$ cat config.mk
export PLATFORM = sky130hd
export DESIGN_NAME = alu_arbiter
export DESIGN_NICKNAME = d
export VERILOG_FILES = /design/src/rtl/alu_arbiter.sv
export SDC_FILE = /design/constraint.sdc
export NUM_CORES = 1
export LEC_CHECK = 0
export CORE_MARGIN = 2
export CORE_UTILIZATION = 41
export DETAILED_ROUTE_END_ITERATION = 6
export MAX_ROUTING_LAYER = met4
export PLACE_DENSITY = 0.81
export SYNTH_ARGS = -nofsm -noshare
export SYNTH_HDL_FRONTEND = slang
export SYNTH_SLANG_ARGS = --single-unit
$ cat constraint.sdc
create_clock -name clk -period 3.57 [get_ports clk]
set_input_delay 0.5355 -clock clk [delete_from_list [all_inputs] [get_ports clk]]
set_output_delay 0.5355 -clock clk [all_outputs]
set_load 0.1 [all_outputs]
$ cat src/rtl/alu_arbiter.sv
// Two-requester round-robin front end for a shared combinational ALU.
// Registers the winning operation onto the ALU inputs, then returns a tagged response.
module alu_arbiter #(
  parameter int unsigned N = 4
) (
  input  logic         clk,
  input  logic         rst_n,

  input  logic         req0_valid,
  output logic         req0_ready,
  input  logic [N-1:0] req0_a,
  input  logic [N-1:0] req0_b,
  input  logic [2:0]   req0_op,

  input  logic         req1_valid,
  output logic         req1_ready,
  input  logic [N-1:0] req1_a,
  input  logic [N-1:0] req1_b,
  input  logic [2:0]   req1_op,

  output logic [N-1:0] alu_a,
  output logic [N-1:0] alu_b,
  output logic [2:0]   alu_op,
  input  logic [N-1:0] alu_out,
  input  logic [2:0]   alu_flags,

  output logic         rsp_valid,
  input  logic         rsp_ready,
  output logic         rsp_id,
  output logic [N-1:0] rsp_out,
  output logic [2:0]   rsp_flags,
  output logic         busy
);

  typedef enum logic [1:0] {
    StIdle,
    StExec,
    StResp
  } state_e;

  state_e       state_q, state_d;
  logic         last_q, last_d;
  logic [N-1:0] alu_a_q, alu_b_q;
  logic [2:0]   alu_op_q;
  logic         rsp_id_q;
  logic [N-1:0] rsp_out_q;
  logic [2:0]   rsp_flags_q;

  logic         grant0, grant1;
  logic         accept;
  logic         grant_id;

  // Grants are gated by rst_n so the readies read 0 while reset is held.
  always_comb begin
    grant0 = 1'b0;
    grant1 = 1'b0;
    if (rst_n && (state_q == StIdle)) begin
      if (req0_valid && req1_valid) begin
        grant0 = last_q;
        grant1 = ~last_q;
      end else begin
        grant0 = req0_valid;
        grant1 = req1_valid;
      end
    end
  end

  assign accept   = grant0 | grant1;
  assign grant_id = grant1;

  always_comb begin
    state_d = state_q;
    last_d  = last_q;
    unique case (state_q)
      StIdle: begin
        if (accept) begin
          state_d = StExec;
          last_d  = grant_id;
        end
      end
      StExec: state_d = StResp;
      StResp: begin
        if (rsp_ready) begin
          state_d = StIdle;
        end
      end
      default: state_d = StIdle;
    endcase
  end

  always_ff @(posedge clk or negedge rst_n) begin
    if (!rst_n) begin
      state_q <= StIdle;
      last_q  <= 1'b1;
    end else begin
      state_q <= state_d;
      last_q  <= last_d;
    end
  end

  // Operand registers hold their last value between operations.
  always_ff @(posedge clk or negedge rst_n) begin
    if (!rst_n) begin
      alu_a_q  <= '0;
      alu_b_q  <= '0;
      alu_op_q <= '0;
      rsp_id_q <= 1'b0;
    end else if (accept) begin
      alu_a_q  <= grant_id ? req1_a  : req0_a;
      alu_b_q  <= grant_id ? req1_b  : req0_b;
      alu_op_q <= grant_id ? req1_op : req0_op;
      rsp_id_q <= grant_id;
    end
  end

  always_ff @(posedge clk or negedge rst_n) begin
    if (!rst_n) begin
      rsp_out_q   <= '0;
      rsp_flags_q <= '0;
    end else if (state_q == StExec) begin
      rsp_out_q   <= alu_out;
      rsp_flags_q <= alu_flags;
    end
  end

  assign req0_ready = grant0;
  assign req1_ready = grant1;
  assign alu_a      = alu_a_q;
  assign alu_b      = alu_b_q;
  assign alu_op     = alu_op_q;
  assign rsp_valid  = (state_q == StResp);
  assign rsp_id     = rsp_id_q;
  assign rsp_out    = rsp_out_q;
  assign rsp_flags  = rsp_flags_q;
  assign busy       = (state_q != StIdle);

endmodule

Yosys cells after proc, flatten, opt, wreduce, memory -nomap -nowiden
Cells that the tools add are included.
{"block": "word_totals", "regBits": 22, "inputBits": 34, "elab_cells": 30}
{"block": "classes", "n_eq_ne": 4, "n_mux": 10, "bitwise_logic": 2, "reduce_logical": 6}
{"op": "$mux W4", "count": 2}
{"op": "$pmux W2 S3", "count": 1}
{"op": "$mux W1", "count": 4}
{"op": "$mux W2", "count": 2}
{"op": "$reduce_and A2 Y1", "count": 2}
{"op": "$mux W3", "count": 1}
{"op": "$eq A2 B1 Y1 const B", "count": 1}
{"op": "$eq A2 B2 Y1 const B", "count": 1}
{"op": "$logic_and A1 B1 Y1", "count": 2}
{"op": "$logic_not A2 Y1", "count": 1}
{"op": "$ne A2 B1 Y1 const B", "count": 1}
{"op": "$ne A2 B2 Y1 const B", "count": 1}
{"op": "$reduce_bool A2 Y1", "count": 1}
{"op": "$not A1 Y1", "count": 1}
{"op": "$or A1 B1 Y1", "count": 1}

Depth between registers and ports, before layout
{"block": "depth", "word_depth": 6, "depth_mapped": 5}

Worst setup path after synthesis
OpenSTA, ideal clock, no wires.
{"block": "synth_path", "path_kind": "input to output", "from": "in rst_n", "to": "out req0_ready", "arrival_time_ns": 2.323, "setup_slack_ns": 0.711, "stages": 3, "path_cell_list": "or3b_4 -> buf_6 -> nor2_1"}
{"block": "synth_between", "elab_chain_cells": 2}
{"item": "from (decl)", "line": "7", "source": "input logic rst_n,"}
{"item": "$logic_and A1 B1 Y1", "line": "57", "source": "if (rst_n && (state_q == StIdle)) begin"}
{"item": "$mux W1", "line": "57"}
{"item": "to (decl)", "line": "10", "source": "output logic req0_ready,"}
Every way passes these cells.

Worst setup path in the final report
{"block": "layout_path", "from": "reg state_q[0]", "to": "out rsp_valid"}
{"block": "layout_between", "elab_chain_cells": 1}
{"item": "from (decl)", "line": "41", "source": "state_e state_q, state_d;"}
{"item": "from (signal assigned)", "line": "93", "source": "state_q <= StIdle;"}
{"item": "from (signal assigned)", "line": "96", "source": "state_q <= state_d;"}
{"item": "$eq A2 B2 Y1", "line": "131", "source": "assign rsp_valid = (state_q == StResp);"}
{"item": "to (decl)", "line": "27", "source": "output logic rsp_valid,"}
Every way passes these cells.

==> qor.txt <==
RUN
--------------------------------------------------------------------------------------
Max Cap Viol ............................................................            0

GLOBAL ROUTING
--------------------------------------------------------------------------------------
Number of global-route vias before repair ...............................          994
First-pass GRT wire length ..............................................      4.51 mm
GR Util All Layers ......................................................        22.4%
Largest net degree at the start of global routing .......................           24
Leftover overflow at the end of global routing ..........................            0
Initial antenna violation count .........................................            0

FINAL LAYOUT
--------------------------------------------------------------------------------------
Area added between synthesis and finish .................................        61.8%
Share of post-route cells with drive strength above 1 ...................        14.4%
Number of standard cells in the layout, taps in and fillers out .........          183
Final-layout fill cell count ............................................          204
Final #Nets .............................................................          188
Antenna diode count .....................................................            0

FLOORPLAN
--------------------------------------------------------------------------------------
Initial standard-cell utilization of the core ...........................        42.3%
Die Width ...............................................................      54.1 um
Total core area .........................................................     2430 um2
Overall die height ......................................................      54.1 um
Area enclosed by the die boundary .......................................     2930 um2
Number of I/O pins ......................................................           57
Row Count ...............................................................           18

YOSYS
--------------------------------------------------------------------------------------
Synthesized cell area ...................................................     1030 um2
Post-synthesis cell type count ..........................................           25
Synth Warn # ............................................................            0
Seq/Total Area, Yosys ...................................................        53.6%
Flip-flop and latch count after synthesis ...............................           22
Synthesized instance count ..............................................           99
Synthesized netlist net count ...........................................          133
Synthesized area per cell ...............................................     10.4 um2

TIMING
--------------------------------------------------------------------------------------
Setup skew after layout .................................................      1.49 ps
Total count of max-transition violations in the final report ............            0
Relative max-transition margin ..........................................        32.1%
Worst hold slack across all endpoints ...................................       509 ps
Actual slew at the worst max-slew pin ...................................      1020 ps
Final Critical Period ...................................................      2660 ps
Setup TNS ...............................................................         0 ps
Final setup vio count ...................................................            0
Final Hold Viols ........................................................            0
Period utilization ......................................................        74.6%
Max Fclk ................................................................      375 MHz
Setup repair after global routing missed its margin .....................           no

CLOCKING
--------------------------------------------------------------------------------------
Clock latency at the later pin of the worst-skew pair ...................       300 ps
Maximum level of the CTS H-tree .........................................            1
Clock root cell .........................................................     clkbuf_4
Hold-fix buffers, CTS ...................................................            0
Number of buffers on the longest clock path .............................            2
Resized Gates After CTS .................................................            0
Post-CTS setup-driven buffer insertion count ............................            0
Clock slew at the register clock pins of the worst setup and hold paths .       120 ps
Number of buffers created by CTS ........................................            3
Sinks on Clock Net ......................................................           22
TritonCTS clock tree ....................................................          yes

PLACED DESIGN
--------------------------------------------------------------------------------------
Placed cells ............................................................          179
Input/output buffers ....................................................           56
Global placer's final weighted congestion ...............................        0.767
DPL Wire Length .........................................................      2.12 mm

WORST SETUP PATH
--------------------------------------------------------------------------------------
Type of the worst setup path ............................................      reg2out
Required time at the worst-slack endpoint ...............................      3030 ps
Kind of start point of the critical path ................................         flop
Arr. time, crit path ....................................................      2130 ps
Critical path capture point type ........................................  output port
Maximum fanout count along the critical path ............................            5

ROUTE
--------------------------------------------------------------------------------------
Via count ...............................................................         1002
Initial DRC count .......................................................           14
Number of antenna-violating nets in the routed design ...................            0
Avg WL per Cell .........................................................      15.6 um
Drt via density .........................................................         5.48
Drt total wl ............................................................      2.85 mm
Detailed-router iteration count before antenna repair ...................            4
Number of design rule violations left after detail routing ..............            0

MIN PATH
--------------------------------------------------------------------------------------
Tightest Hold Check Type ................................................      reg2reg

OUTCOME
--------------------------------------------------------------------------------------
Result of the run ....................................................... finished clean

==> final cells by class <==
cell class | count | area [um2] | share of cell area (%)
flip-flops and latches | 22 | 552 | 33.1
repair buffers | 58 | 596 | 35.7
multi-input cells | 66 | 418 | 25.1
clock buffers | 3 | 22.5 | 1.35
well taps | 30 | 37.5 | 2.25
inverters | 3 | 11.3 | 0.676
clock inverters | 1 | 30.0 | 1.80
==> cell families after synthesis <==
kind of cell           count (synthesis)  synth area share, %
buffers and inverters                 11                 5.83
AOI/OAI and AO/OA                     39                 21.5
DFF                                   22                 53.6
and+or+nand+nor                       20                 11.4
muxes                                  7                 7.66
==> final timing paths <==
| path | start | to | slack [ps] | cells past startpoint |
|---|---|---|---|---|
| worst max-delay path | state_q[0]$_DFFE_PN0P_ | rsp_valid | 910 | 3 |
| worst min register to register | rsp_id$_DFFE_PN0P_ | rsp_id$_DFFE_PN0P_ | 510 | 1 |
| worst max register to register | last_q$_DFFE_PN1P_ | alu_a[3]$_DFFE_PN0P_ | 2040 | 3 |
| max in group asynchronous | rst_n | last_q$_DFFE_PN1P_ | 2680 | 2 |
| min in group asynchronous | rst_n | alu_op[2]$_DFFE_PN0P_ | 610 | 2 |
| worst min-delay path | rsp_id$_DFFE_PN0P_ | rsp_id$_DFFE_PN0P_ | 510 | 1 |
==> stage by stage <==
stage / util [%] / worst slack [ps] / cell area (um2)
after floorplan: - / 711 / 1030
after global placement: 66.4 / 1030 / 1610
after detailed placement: 66.4 / 1020 / 1610
after CTS: 68.5 / 899 / 1670
after global routing: 68.5 / 833 / 1670
final: 68.5 / 907 / 1670
==> cells in the final DEF (no fill, tap or decap) <==
cell type and n:
nor2_1 2, mux2_2 7, dfrtp_1 21, o21ai_1 11, buf_4 2, buf_12 2, inv_2 1, nand3_1 11
a21o_1 2, bufinv_16 1, or2_2 1, nand2_2 1, a21oi_1 11, a21boi_1 1, o21ai_0 2, inv_1 2
dfstp_2 1, a21bo_2 1, a31oi_1 11, or2_1 1, clkbuf_4 3, or3b_4 1, nand2b_1 2, nor3b_2 1
clkdlybuf4s50_1 54
==> state kept, by name, summed over array words and instances (netlist names) <==
signal,flops
alu_a,4
alu_b,4
alu_op,3
last_q,1
rsp_flags,3
rsp_id,1
rsp_out,4
state_q,2
==> synth_stat cells, drive strengths merged <==
library cell	instances	area, um2
a31oi	11	68.8
o21ai	13	65.1
a21o	2	15.0
nand2b	2	12.5
clkbuf	1	3.75
or3b	1	11.3
buf	7	45.0
a21oi	11	55.1
mux2	7	78.8
dfrtp	21	526
nand3	11	55.1
nand2	1	6.26
or2	2	12.5
a21bo	1	10.0
inv	3	11.3
nor3b	1	12.5
a21boi	1	7.51
dfstp	1	26.3
nor2	2	7.51
==> worst max-delay path, cell delays in order, from the launching register on <==
cell             delay, ps
dfrtp_1                460
nand2b_1               180
inv_1                   60
clkdlybuf4s50_1       1120
==> routing by layer <==
| metal | global-route usage (%) | share of wire (%) | vias up |
|---|---|---|---|
| li1 | - | - | 471 |
| met1 | 26.9 | 41 | 483 |
| met2 | 37.0 | 50 | 42 |
| met3 | 2.50 | 6.6 | 6 |
| met4 | 11.7 | 2.4 | 0 |
| met5 | - | 0 | - |
Power is left out: the tool's default activity adds up to more than one toggle a clock period on the data nets, which glitch-free logic cannot reach.
